<file path="config.mk">
export PLATFORM = sky130hd
export DESIGN_NAME = hpdcache_mem_resp_read_demux
export DESIGN_NICKNAME = d
export VERILOG_FILES = /design/src/rtl/hpdcache_pkg.sv /design/src/rtl/hpdcache_skid_buf.sv /design/src/rtl/hpdcache_mem_resp_read_demux.sv
export SDC_FILE = /design/constraint.sdc
export NUM_CORES = 1
export LEC_CHECK = 0
export BUFFER_PORTS_ARGS = -buffer_cell sky130_fd_sc_hd__buf_4
export CORE_MARGIN = 3
export CORE_UTILIZATION = 44
export CTS_BUF_LIST = sky130_fd_sc_hd__clkbuf_16
export CTS_CLUSTER_DIAMETER = 120
export DETAILED_ROUTE_END_ITERATION = 6
export PLACE_DENSITY = 0.74
export SETUP_SLACK_MARGIN = 0.02
export SYNTH_ARGS = -nofsm -noshare
export SYNTH_HDL_FRONTEND = slang
export SYNTH_SLANG_ARGS = --single-unit
</file>
<file path="constraint.sdc">
create_clock -name clk_i -period 3.1 [get_ports clk_i]
set_input_delay 0.62 -clock clk_i [delete_from_list [all_inputs] [get_ports clk_i]]
set_output_delay 0.62 -clock clk_i [all_outputs]
set_load 0.02 [all_outputs]
</file>
<file path="src/rtl/hpdcache_pkg.sv">
// Shared types and helpers for the HPDcache memory response path.
// The response ID field width here must match the ID_WIDTH used by its consumers.
package hpdcache_pkg;

  localparam int unsigned HPDCACHE_MEM_ID_WIDTH   = 8;
  localparam int unsigned HPDCACHE_MEM_DATA_WIDTH = 32;

  typedef struct packed {
    logic [HPDCACHE_MEM_ID_WIDTH-1:0]   mem_resp_r_id;
    logic [HPDCACHE_MEM_DATA_WIDTH-1:0] mem_resp_r_data;
  } hpdcache_mem_resp_r_t;

  // Occupancy encoding: bit 0 is the head valid, bit 1 the spare valid.
  typedef enum logic [1:0] {
    OCC_EMPTY = 2'b00,
    OCC_ONE   = 2'b01,
    OCC_TWO   = 2'b11
  } hpdcache_occ_e;

  function automatic int unsigned hpdcache_idx_width(input int unsigned n);
    return (n > 1) ? $clog2(n) : 1;
  endfunction

  // Requester index taken from the top idx_w bits of an id_width-bit ID.
  function automatic logic [3:0] hpdcache_resp_idx(input logic [31:0] id,
                                                   input int unsigned id_width,
                                                   input int unsigned idx_w);
    logic [31:0] shifted;
    shifted = id >> (id_width - idx_w);
    return 4'(shifted & ((32'd1 << idx_w) - 32'd1));
  endfunction

endpackage

</file>
<file path="src/rtl/hpdcache_skid_buf.sv">
// Generic 2-entry skid buffer: head register plus spare register.
// The input ready is a plain state bit, so it has no path from out_ready.
module hpdcache_skid_buf
  import hpdcache_pkg::*;
#(
  parameter type data_t = logic [31:0]
) (
  input  logic  clk,
  input  logic  rst,
  input  logic  in_valid,
  output logic  in_ready,
  input  data_t in_data,
  output logic  out_valid,
  input  logic  out_ready,
  output data_t out_data
);

  hpdcache_occ_e state, next_state;
  data_t         head, spare;
  logic          accept, pop, load_head, load_spare, shift_spare;

  assign out_valid = state[0];
  assign in_ready  = ~state[1];
  assign out_data  = head;
  assign accept    = in_valid & in_ready;
  assign pop       = out_valid & out_ready;

  always_ff @(posedge clk or posedge rst) begin
    if (rst) state <= OCC_EMPTY;
    else     state <= next_state;
  end

  always_comb begin
    next_state  = state;
    load_head   = 1'b0;
    load_spare  = 1'b0;
    shift_spare = 1'b0;
    unique case (state)
      OCC_EMPTY: begin
        if (accept) begin
          next_state = OCC_ONE;
          load_head  = 1'b1;
        end
      end
      OCC_ONE: begin
        if (accept && pop) begin
          load_head = 1'b1;
        end else if (accept) begin
          next_state = OCC_TWO;
          load_spare = 1'b1;
        end else if (pop) begin
          next_state = OCC_EMPTY;
        end
      end
      OCC_TWO: begin
        if (pop) begin
          next_state  = OCC_ONE;
          shift_spare = 1'b1;
        end
      end
      default: next_state = OCC_EMPTY;
    endcase
  end

  always_ff @(posedge clk or posedge rst) begin
    if (rst) begin
      head  <= '0;
      spare <= '0;
    end else begin
      if (load_head)        head <= in_data;
      else if (shift_spare) head <= spare;
      if (load_spare)       spare <= in_data;
    end
  end

endmodule

</file>
<file path="src/rtl/hpdcache_mem_resp_read_demux.sv">
// Steers memory read responses to requester k taken from the ID MSBs.
// Strict arrival order is kept; responses with an unmapped index are dropped and counted.
module hpdcache_mem_resp_read_demux #(
  parameter int unsigned N        = 4,
  parameter int unsigned ID_WIDTH = 8,
  parameter type hpdcache_mem_resp_r_t = hpdcache_pkg::hpdcache_mem_resp_r_t
) (
  input  logic                 clk_i,
  input  logic                 rst_i,
  output logic                 mem_resp_read_ready_o,
  input  logic                 mem_resp_read_valid_i,
  input  hpdcache_mem_resp_r_t mem_resp_read_i,
  input  logic [N-1:0]         mem_resp_read_ready_i,
  output logic [N-1:0]         mem_resp_read_valid_o,
  output hpdcache_mem_resp_r_t mem_resp_read_o [N-1:0],
  output logic                 unmapped_o,
  output logic [7:0]           drop_cnt_o
);

  localparam int unsigned IDX_W = hpdcache_pkg::hpdcache_idx_width(N);

  // Index and mapped flag are decoded on the way in so the outputs are register-driven.
  typedef struct packed {
    hpdcache_mem_resp_r_t resp;
    logic [IDX_W-1:0]     idx;
    logic                 mapped;
  } entry_t;

  entry_t           in_entry, head;
  logic [IDX_W-1:0] in_idx;
  logic             head_valid, head_ready;

  always_comb begin
    in_idx          = IDX_W'(hpdcache_pkg::hpdcache_resp_idx(32'(mem_resp_read_i.mem_resp_r_id),
                                                             ID_WIDTH, IDX_W));
    in_entry.resp   = mem_resp_read_i;
    in_entry.idx    = in_idx;
    in_entry.mapped = (32'(in_idx) < N);
  end

  hpdcache_skid_buf #(
    .data_t (entry_t)
  ) i_skid_buf (
    .clk       (clk_i),
    .rst       (rst_i),
    .in_valid  (mem_resp_read_valid_i),
    .in_ready  (mem_resp_read_ready_o),
    .in_data   (in_entry),
    .out_valid (head_valid),
    .out_ready (head_ready),
    .out_data  (head)
  );

  // An unmapped head never waits on a requester, so it drains in one cycle.
  assign head_ready = head.mapped ? mem_resp_read_ready_i[head.idx] : 1'b1;
  assign unmapped_o = head_valid & ~head.mapped;

  for (genvar i = 0; i < N; i++) begin : g_out
    assign mem_resp_read_valid_o[i] = head_valid & head.mapped & (head.idx == IDX_W'(i));
    assign mem_resp_read_o[i]       = head.resp;
  end

  always_ff @(posedge clk_i or posedge rst_i) begin
    if (rst_i)                                drop_cnt_o <= '0;
    else if (unmapped_o && drop_cnt_o != 8'hFF) drop_cnt_o <= drop_cnt_o + 8'd1;
  end

endmodule

</file>
**Word level (Yosys, flattened, before mapping)**

Index checks and enable logic that the tools add are counted.

- Word-level logic and storage cells: 56
- Output and inout port bits: 174
- Register bits: 96

- Reductions and logical operators: 6
- Mux-type cells: 18
- Equal/unequal tests: 10
- Bitwise gates (word level): 10
- Order comparisons: 1
- $add $sub $neg: 1

Operators with widths:

| kind | number |
|---|---|
| 2-to-1 mux 43 bit | 2 |
| 2-to-1 mux 2 bit | 5 |
| adder 8 x 1 -> 8 bit (second input constant) | 1 |
| bitwise AND 1 bit | 8 |
| 2-to-1 mux 1 bit | 8 |
| inequality test 8 bit (second input constant) | 1 |
| equality test 2 bit (second input constant) | 3 |
| case mux 2 bit (3 select lines) | 1 |
| equality test 2 x 1 -> 1 bit (second input constant) | 2 |
| zero test 2 bit | 2 |
| inequality test 2 x 1 -> 1 bit (second input constant) | 2 |
| AND reduction 4 bit | 1 |
| < comparator 2 x 3 -> 1 bit (second input constant) | 1 |
| inequality test 3 x 1 -> 1 bit (second input constant) | 1 |
| binary-select mux 1 bit (select 2 bit) | 1 |
| logical AND 1 bit | 2 |
| inequality test 2 bit (second input constant) | 1 |
| inverter 1 bit | 2 |
| case mux 1 bit (2 select lines) | 1 |
| nonzero test 2 bit | 1 |

**Longest topological paths before layout**

Gate-level depths: netlist (run 1).

- Depth after elaboration: 8
- Mapped depth: 7

**Hierarchy**

Synthesis (run 1) repeated with hierarchy kept, for this count alone.

- Cell total of the unflattened synthesis: 471
- Area, all modules: 5306.3 µm²

Modules (own cells, without submodules):

| module | instances | cells each | area each (µm²) |
|---|---|---|---|
| hpdcache_skid_buf | 1 | 304 | 3940.0 |
| hpdcache_mem_resp_read_demux | 1 | 167 | 1366.3 |

**Worst setup path before layout (run 1)**

Ideal clock, no wire load.

- Kind: input-to-reg
- Start: input port mem_resp_read_ready_i[3]
- End: register, netlist name i_skid_buf.out_data[0]
- Data arrival time: 1.847 ns
- Stages on the path: 7
- Setup time: 0.124 ns
- Slack: 1.129 ns
- Path through: mux2_2 > o221ai_4 > or2_1 > buf_6 > buf_6 > nor2_1 > a211o_1

- Longest elaborated chain between the ends: 8
- Elaborated cells between the ends (all ways): 11
- Classes of those cells: mux: 8; bitwise: 1; reduce/logical: 2

RTL lines:

| item | RTL line | source |
|---|---|---|
| from (decl) | hpdcache_mem_resp_read_demux.sv:13 | `input logic [N-1:0] mem_resp_read_ready_i,` |
| binary-select mux 1 bit (select 2 bit) (*) | hpdcache_mem_resp_read_demux.sv:55 | `assign head_ready = head.mapped ? mem_resp_read_ready_i[head.idx] : 1'b1;` |
| 2-to-1 mux 1 bit (implied by the code) (*) | hpdcache_mem_resp_read_demux.sv:55 |  |
| 2-to-1 mux 1 bit (*) | hpdcache_mem_resp_read_demux.sv:55 |  |
| bitwise AND 1 bit (*) | hpdcache_skid_buf.sv:26 | `assign pop = out_valid & out_ready;` |
| logical AND 1 bit | hpdcache_skid_buf.sv:46 | `if (accept && pop) begin` |
| 2-to-1 mux 1 bit | hpdcache_skid_buf.sv:46 |  |
| case mux 1 bit (2 select lines) | hpdcache_skid_buf.sv:38 | `unique case (state)` |
| 2-to-1 mux 43 bit / nonzero test 2 bit (equally long branches) | - |  |

Every way passes the cells marked *; elsewhere a longest branch is shown, timed or not. The select of a mux whose other input is x is not followed.
A chain may end at the register's enable or synchronous reset.

**Worst setup path in the final report (run 1)**

- Start: register, netlist name i_skid_buf.out_data[2]
- End: register, netlist name i_skid_buf.out_data[28]

- Longest elaborated chain between the ends: 8
- Elaborated cells between the ends (all ways): 11
- Classes of those cells: mux: 8; bitwise: 1; reduce/logical: 2

RTL lines:

| item | RTL line |
|---|---|
| binary-select mux 1 bit (select 2 bit) (*) | hpdcache_mem_resp_read_demux.sv:55 |
| 2-to-1 mux 1 bit (implied by the code) (*) | hpdcache_mem_resp_read_demux.sv:55 |
| 2-to-1 mux 1 bit (*) | hpdcache_mem_resp_read_demux.sv:55 |
| bitwise AND 1 bit (*) | hpdcache_skid_buf.sv:26 |
| logical AND 1 bit | hpdcache_skid_buf.sv:46 |
| 2-to-1 mux 1 bit | hpdcache_skid_buf.sv:46 |
| case mux 1 bit (2 select lines) | hpdcache_skid_buf.sv:38 |
| 2-to-1 mux 43 bit / nonzero test 2 bit (equally long branches) | - |

Marked as above.

==> results of run 1 <==
worst max-delay path, delay by kind of cell, from the launching register on:
family | cells | cell delay [ps]
simple gates | 1 | 200
flops | 1 | 580
compound gates | 2 | 360
mux | 2 | 670
buf+inv | 1 | 290
metal layers:
metal | up-vias | wire length (um)
met2 | 126 | 5040
met1 | 1609 | 4040
met4 | 0 | 142
li1 | 1583 | -
met3 | 10 | 621
met5 | - | 0
state kept, by name, summed over array words and instances, names as in the netlist:
| signal | flops |
|---|---|
| i_skid_buf.out_data | 41 |
| i_skid_buf.state | 2 |
| drop_cnt_o | 8 |
| i_skid_buf.spare | 41 |
final timing paths:
kind                                                 to  cells past startpoint
worst max register to register  i_skid_buf.out_data[28]                      6
worst min-delay path            i_skid_buf.out_data[12]                      2
worst min register to register      i_skid_buf.spare[0]                      1
worst max-delay path            i_skid_buf.out_data[28]                      6
min in group clk_i                  i_skid_buf.spare[0]                      1
max in group asynchronous          i_skid_buf.spare[20]                      3
through the flow:
stage          hold slack [ps]  area, um^2
2_1_floorplan              435        5240
3_3_place_gp               452        5870
3_5_place_dp               454        5870
4_1_cts                    426        6120
5_1_grt                    461        6120
6_report                   404        6120
area by class of cell:
type	count	share of cell area, %
Clock buffer	9	3.68
Clock inverter	6	0.389
Tap cell	143	2.93
Inverter	5	0.327
Timing Repair Buffer	226	28.6
Sequential cell	92	37.6
Multi-Input combinational cell	213	26.5
cell families (layout without fill, tap and decap cells):
kind of cell	after synthesis	count (layout)
AOI/OAI and AO/OA	48	48
xor gates and xnor gates	8	8
and+or+nand+nor	68	68
buffers and inverters	182	246
DFF	92	92
muxes	84	84
adders and majority gates	5	5
where the power goes:
part           switching, mW  total [mW]  leakage (nW)  internal (mW)
Sequential             0.524        2.29          1.12           1.77
Clock                  0.411       0.934         0.126          0.523
Combinational           2.36        4.34          2.00           1.98
Total                   3.30        7.57          3.24           4.27
Yosys cell counts, drive strengths merged, types with 2 or more instances:
| cell type | number |
|---|---|
| a21oi | 2 |
| buf | 169 |
| clkbuf | 8 |
| dfrtp | 92 |
| ha | 5 |
| inv | 5 |
| mux2 | 44 |
| mux2i | 40 |
| nand2 | 46 |
| nand2b | 2 |
| nand3 | 4 |
| nand4 | 3 |
| nor2 | 4 |
| nor2b | 3 |
| nor3b | 2 |
| o21ai | 41 |
| or2 | 2 |
| xnor2 | 3 |
| xor2 | 5 |
==> results.ini, run 1 <==
[global_route]
grt_max_degree=51
antenna_found_initial=0
grt_pass1_wl_um=15500
grt_pass1_vias=3163
use_met1_pct=18.0
track_usage_pct=14.6
grt.overflow.total=0
grt_util_met3_pct=2.79
grt_busiest_layer=met2
gr-usage-met2_pct=25.5

[synthesis]
synth_edf_count=0
synthMuxAreaShare_pct=17.1
synth_ff_type=dfrtp_1
synth_top_area_cell=dfrtp_1
synth_top_family_by_area=buffers and inverters
ys_seq_area_share_pct=43.9
ys_async_sr_fraction_pct=100
syn_inst=487
synth_area_mm2=0.00524
synth_area_per_cell_um2=10.8
post-synth-top-area-fraction_pct=43.9
ys_ff_latch=92
synth_xor_area_share_pct=1.34
synth.distinct_cells=34
synth_compound_area_share_pct=5.32
yosys.area_share.simple_pct=5.80
synth_area_leaders=dfrtp_1, buf_4, mux2i_1, mux2_2, o21ai_1
synthesis.nets=539
synthAdderAreaFrac_pct=1.19
yosys_warnings=0

[critical_path]
endpoint_kind=flop
startpoint_type=flop
regToRegSetupSlack_ps=840
critPathSlowestCell=dfrtp_1
arrival_ps=2440
r2r-start=i_skid_buf.out_data[2]
critPathKind=reg2reg
startpoint=i_skid_buf.out_data[2]
path_cells=mux2_2 > o221ai_4 > or2_2 > buf_12 > mux2i_1 > o21ai_1
slowest_delay_ps=580
required_ps=3290
crit_path_max_fanout=42

[clock_network]
cts_buffers=9
clockBufferDepth=2
hold_buffers=0
clock-sinks=92
clock-root-buffer=clkbuf_16
cts_resized=0
htree_levels=3
postCtsSetupBuffers=0
cts_tree=done
clock_latency_ps=330
cts.reportedPaths.clkPinSlew_ps=60

[finish]
multi_input_area_mm2=0.00162
finalNetCount=599
utilization_pct=53.1
layout_commonest_cell=buf_4
fillers=1023
syn_to_final_growth_pct=16.7
final_cell_mix=buf_4, dfrtp_1, nand2_1
fin_cells=694
seqCellArea_mm2=0.00230
num_antenna_cells=0
drive_gt1_share_pct=50.1

[detailed_routing]
via_per_inst=4.80
detail_route.wl_per_cell_um=14.2
ant_nets=0
drc=0
drt_iter0_drc=157
num_vias=3328
dr.pass1.iters=4
drt-total-wl_um=9850

[job]
drv_cap=0

[die]
rows=39
fp.dieW_um=115
start_util_pct=45.5
core_area_mm2=0.0115
die_area_mm2=0.0133
pin_count=221
die_y_um=115

[timing]
finalCriticalPeriod_ps=2260
maxSlewHeadroom_pct=49.0
maxSlewViolCount=0
worstMarginPinSlew_ps=764
setup_viol=0
max_freq_ghz=0.443
rsz0062_at_grt=no
setup_tns_ps=0
period_share_pct=72.8
setup_slack_ps=845
final.setup_skew_ps=3.73
final_hold_viol_count=0

[placed_design]
routabilityCongestion=0.723
io_buffers=220
dpl.hpwl_um=7170
dp.cells=679
pre_cts_ws_ps=795

[pwr]
worst_ir_drop_vdd_mv=0.539
power.density_mw_per_mm2=1240
finalPower_mw=7.57
p_leak_nw=3.24

[worst_hold_path]
min_path_type=in2async

[outcome]
status=complete, no violations

No activity file was read; power rests on OpenSTA's default activity.
==> inputs of run 2 (changes only) <==
Settings changed: CORE_UTILIZATION 44 to 49, PLACE_DENSITY 0.74 to 0.79.
Clock period 3.1 ns to 2.11 ns, I/O delays scaled along.
==> results.ini, run 2 (synthesis results as in run 1) <==
[clock_network]
clock_latency_ps=320  ; about the same
htree_levels=3  ; unchanged
cts_buffers=9  ; unchanged
hold_buffers=0  ; unchanged
clock-sinks=92  ; unchanged
clock-root-buffer=clkbuf_16
cts_tree=done
clockBufferDepth=2  ; unchanged
cts.reportedPaths.clkPinSlew_ps=70  ; about the same

[critical_path]
regToRegSetupSlack_ps=90  ; -750 ps
startpoint_type=flop
r2r-end=i_skid_buf.state[0]
startpoint=i_skid_buf.out_data[2]
crit_path_max_fanout=6  ; -86%
arrival_ps=2230  ; -210 ps
required_ps=2320  ; -970 ps
r2r-start=i_skid_buf.out_data[2]
endpoint_kind=flop
critPathKind=reg2reg
reg2reg_depth=5  ; -1
crit_end=i_skid_buf.state[0]

[global_route]
grt_max_degree=93  ; +82%
grt.overflow.total=0  ; unchanged
track_usage_pct=14.7  ; +0.10 points
grt_pass1_wl_um=14100  ; -8.9%
antenna_found_initial=0  ; unchanged
grt_pass1_vias=3035  ; -4.0%

[timing]
finalCriticalPeriod_ps=2020  ; -240 ps
worstMarginPinSlew_ps=509  ; -255 ps
setup_viol=0  ; unchanged
setup_tns_ps=0  ; unchanged
rsz0062_at_grt=yes
maxSlewViolCount=0  ; unchanged
max_freq_ghz=0.496  ; +12%
maxSlewHeadroom_pct=66.1  ; +17 points
final_hold_viol_count=0  ; unchanged
period_share_pct=95.5  ; +23 points
final.setup_skew_ps=9.76  ; +6.03 ps

[detailed_routing]
ant_nets=0  ; unchanged
drt_iter0_drc=88  ; -44%
via_per_inst=4.79  ; -0.12%
dr.pass1.iters=4  ; unchanged
num_vias=3305  ; -0.69%
detail_route.wl_per_cell_um=13.9  ; -1.8%
drc=0  ; unchanged
drt-total-wl_um=9620  ; -2.3%

[die]
rows=37  ; -5.1%
fp.dieW_um=109  ; -5.0%
die_area_mm2=0.0120  ; -9.7%
die_y_um=109  ; -5.0%
start_util_pct=50.5  ; +5.0 points
core_area_mm2=0.0104  ; -10%
pin_count=221  ; unchanged

[worst_hold_path]
min_path_type=in2async

[job]
drv_cap=0  ; unchanged

[placed_design]
routabilityCongestion=0.726  ; +0.39%
dpl.hpwl_um=7100  ; -1.0%
dp.cells=674  ; -0.74%
io_buffers=220  ; unchanged

[pwr]
power.switching_mw=4.89  ; +48%
swShare_pct=43.2  ; -0.37 points
seqPwrFrac_pct=29.6  ; -0.7 points
p_clk_share_pct=13.8  ; +1.5 points
intPower_mw=6.42  ; +50%
p_leak_nw=3.26  ; +0.49%
combPwrFrac_pct=56.5  ; -0.9 points
worst_ir_drop_vdd_mv=1.00  ; +86%
power.density_mw_per_mm2=1830  ; +48%

[finish]
utilization_pct=59.6  ; +6.5 points
layout_commonest_cell=buf_4
num_antenna_cells=0  ; unchanged
drive_gt1_share_pct=51.1  ; +0.99 points
finalNetCount=601  ; +0.33%
final_cell_mix=buf_4, dfrtp_1, nand2_1
syn_to_final_growth_pct=17.9
fin_cells=690  ; -0.58%

[outcome]
status=complete, no violations

-- run 2: cell types whose count changed in the layout (fill, tap and decap cells not counted), sizes merged --
cell      change
buf           +2
bufinv        +1
clkinv        -4
clkinvlp      +4
-- run 2: what timing repair did --
action	CTS	global route
gates resized for setup	0	3
setup endpoints to repair	0	1
setup buffers	0	0
-- run 2: cell type report --
cell class / count / area, um^2
clock buffers: 9 / 225
flip-flops and latches: 92 / 2300
fillers: 828 / 4190
repair buffers: 228 / 1770
inverters: 5 / 22.5
well taps: 136 / 170
clock inverters: 7 / 68.8
multi-input cells: 213 / 1630
-- run 2: through the flow --
| stage | setup slack, ps | cell area [um^2] | hold slack (ps) | total power [mW] |
|---|---|---|---|---|
| after CTS | 107 | 6170 | 265 | 11.4 |
| after floorplan | 187 | 5250 | 435 | 8.92 |
| after detailed placement | 103 | 5880 | 465 | 9.86 |
| after global placement | 144 | 5880 | 451 | 9.66 |
| final | 94.4 | 6180 | 206 | 11.3 |
| after global routing | 22.4 | 6180 | 277 | 12.0 |
-- run 2: worst max-delay path, cell delays in order, from the launching register on --
cell	delay, ps
dfrtp_1	420
mux2_2	380
o221ai_4	320
xor2_1	110
a221oi_1	290
mux2_2	370
-- run 2: worst min path at each step --
stage                         from                      end  slack, ps  depth (start not counted)
2_1_floorplan  i_skid_buf.spare[0]      i_skid_buf.spare[0]        430                          1
3_3_place_gp   i_skid_buf.spare[0]      i_skid_buf.spare[0]        450                          1
3_5_place_dp   i_skid_buf.spare[0]      i_skid_buf.spare[0]        460                          1
4_1_cts                      rst_i  i_skid_buf.out_data[40]        260                          3
5_1_grt                      rst_i  i_skid_buf.out_data[35]        280                          3
6_report                     rst_i     i_skid_buf.spare[10]        210                          3
-- run 2: power groups by stage --
stage,clock network [mW],logic [mW],registers (mW)
floorplan,0,5.68,3.24
global placement,0,6.35,3.32
detailed placement,0,6.46,3.40
CTS,1.62,6.46,3.37
global route,1.69,6.84,3.50
finish,1.56,6.39,3.35
-- run 2: layer usage --
metal	track usage, %	vias up	part of all wire [%]
met5	0	-	0
met4	3.21	0	0.93
met3	2.70	4	5.9
met2	27.4	122	52
met1	17.6	1594	41
li1	-	1585	-
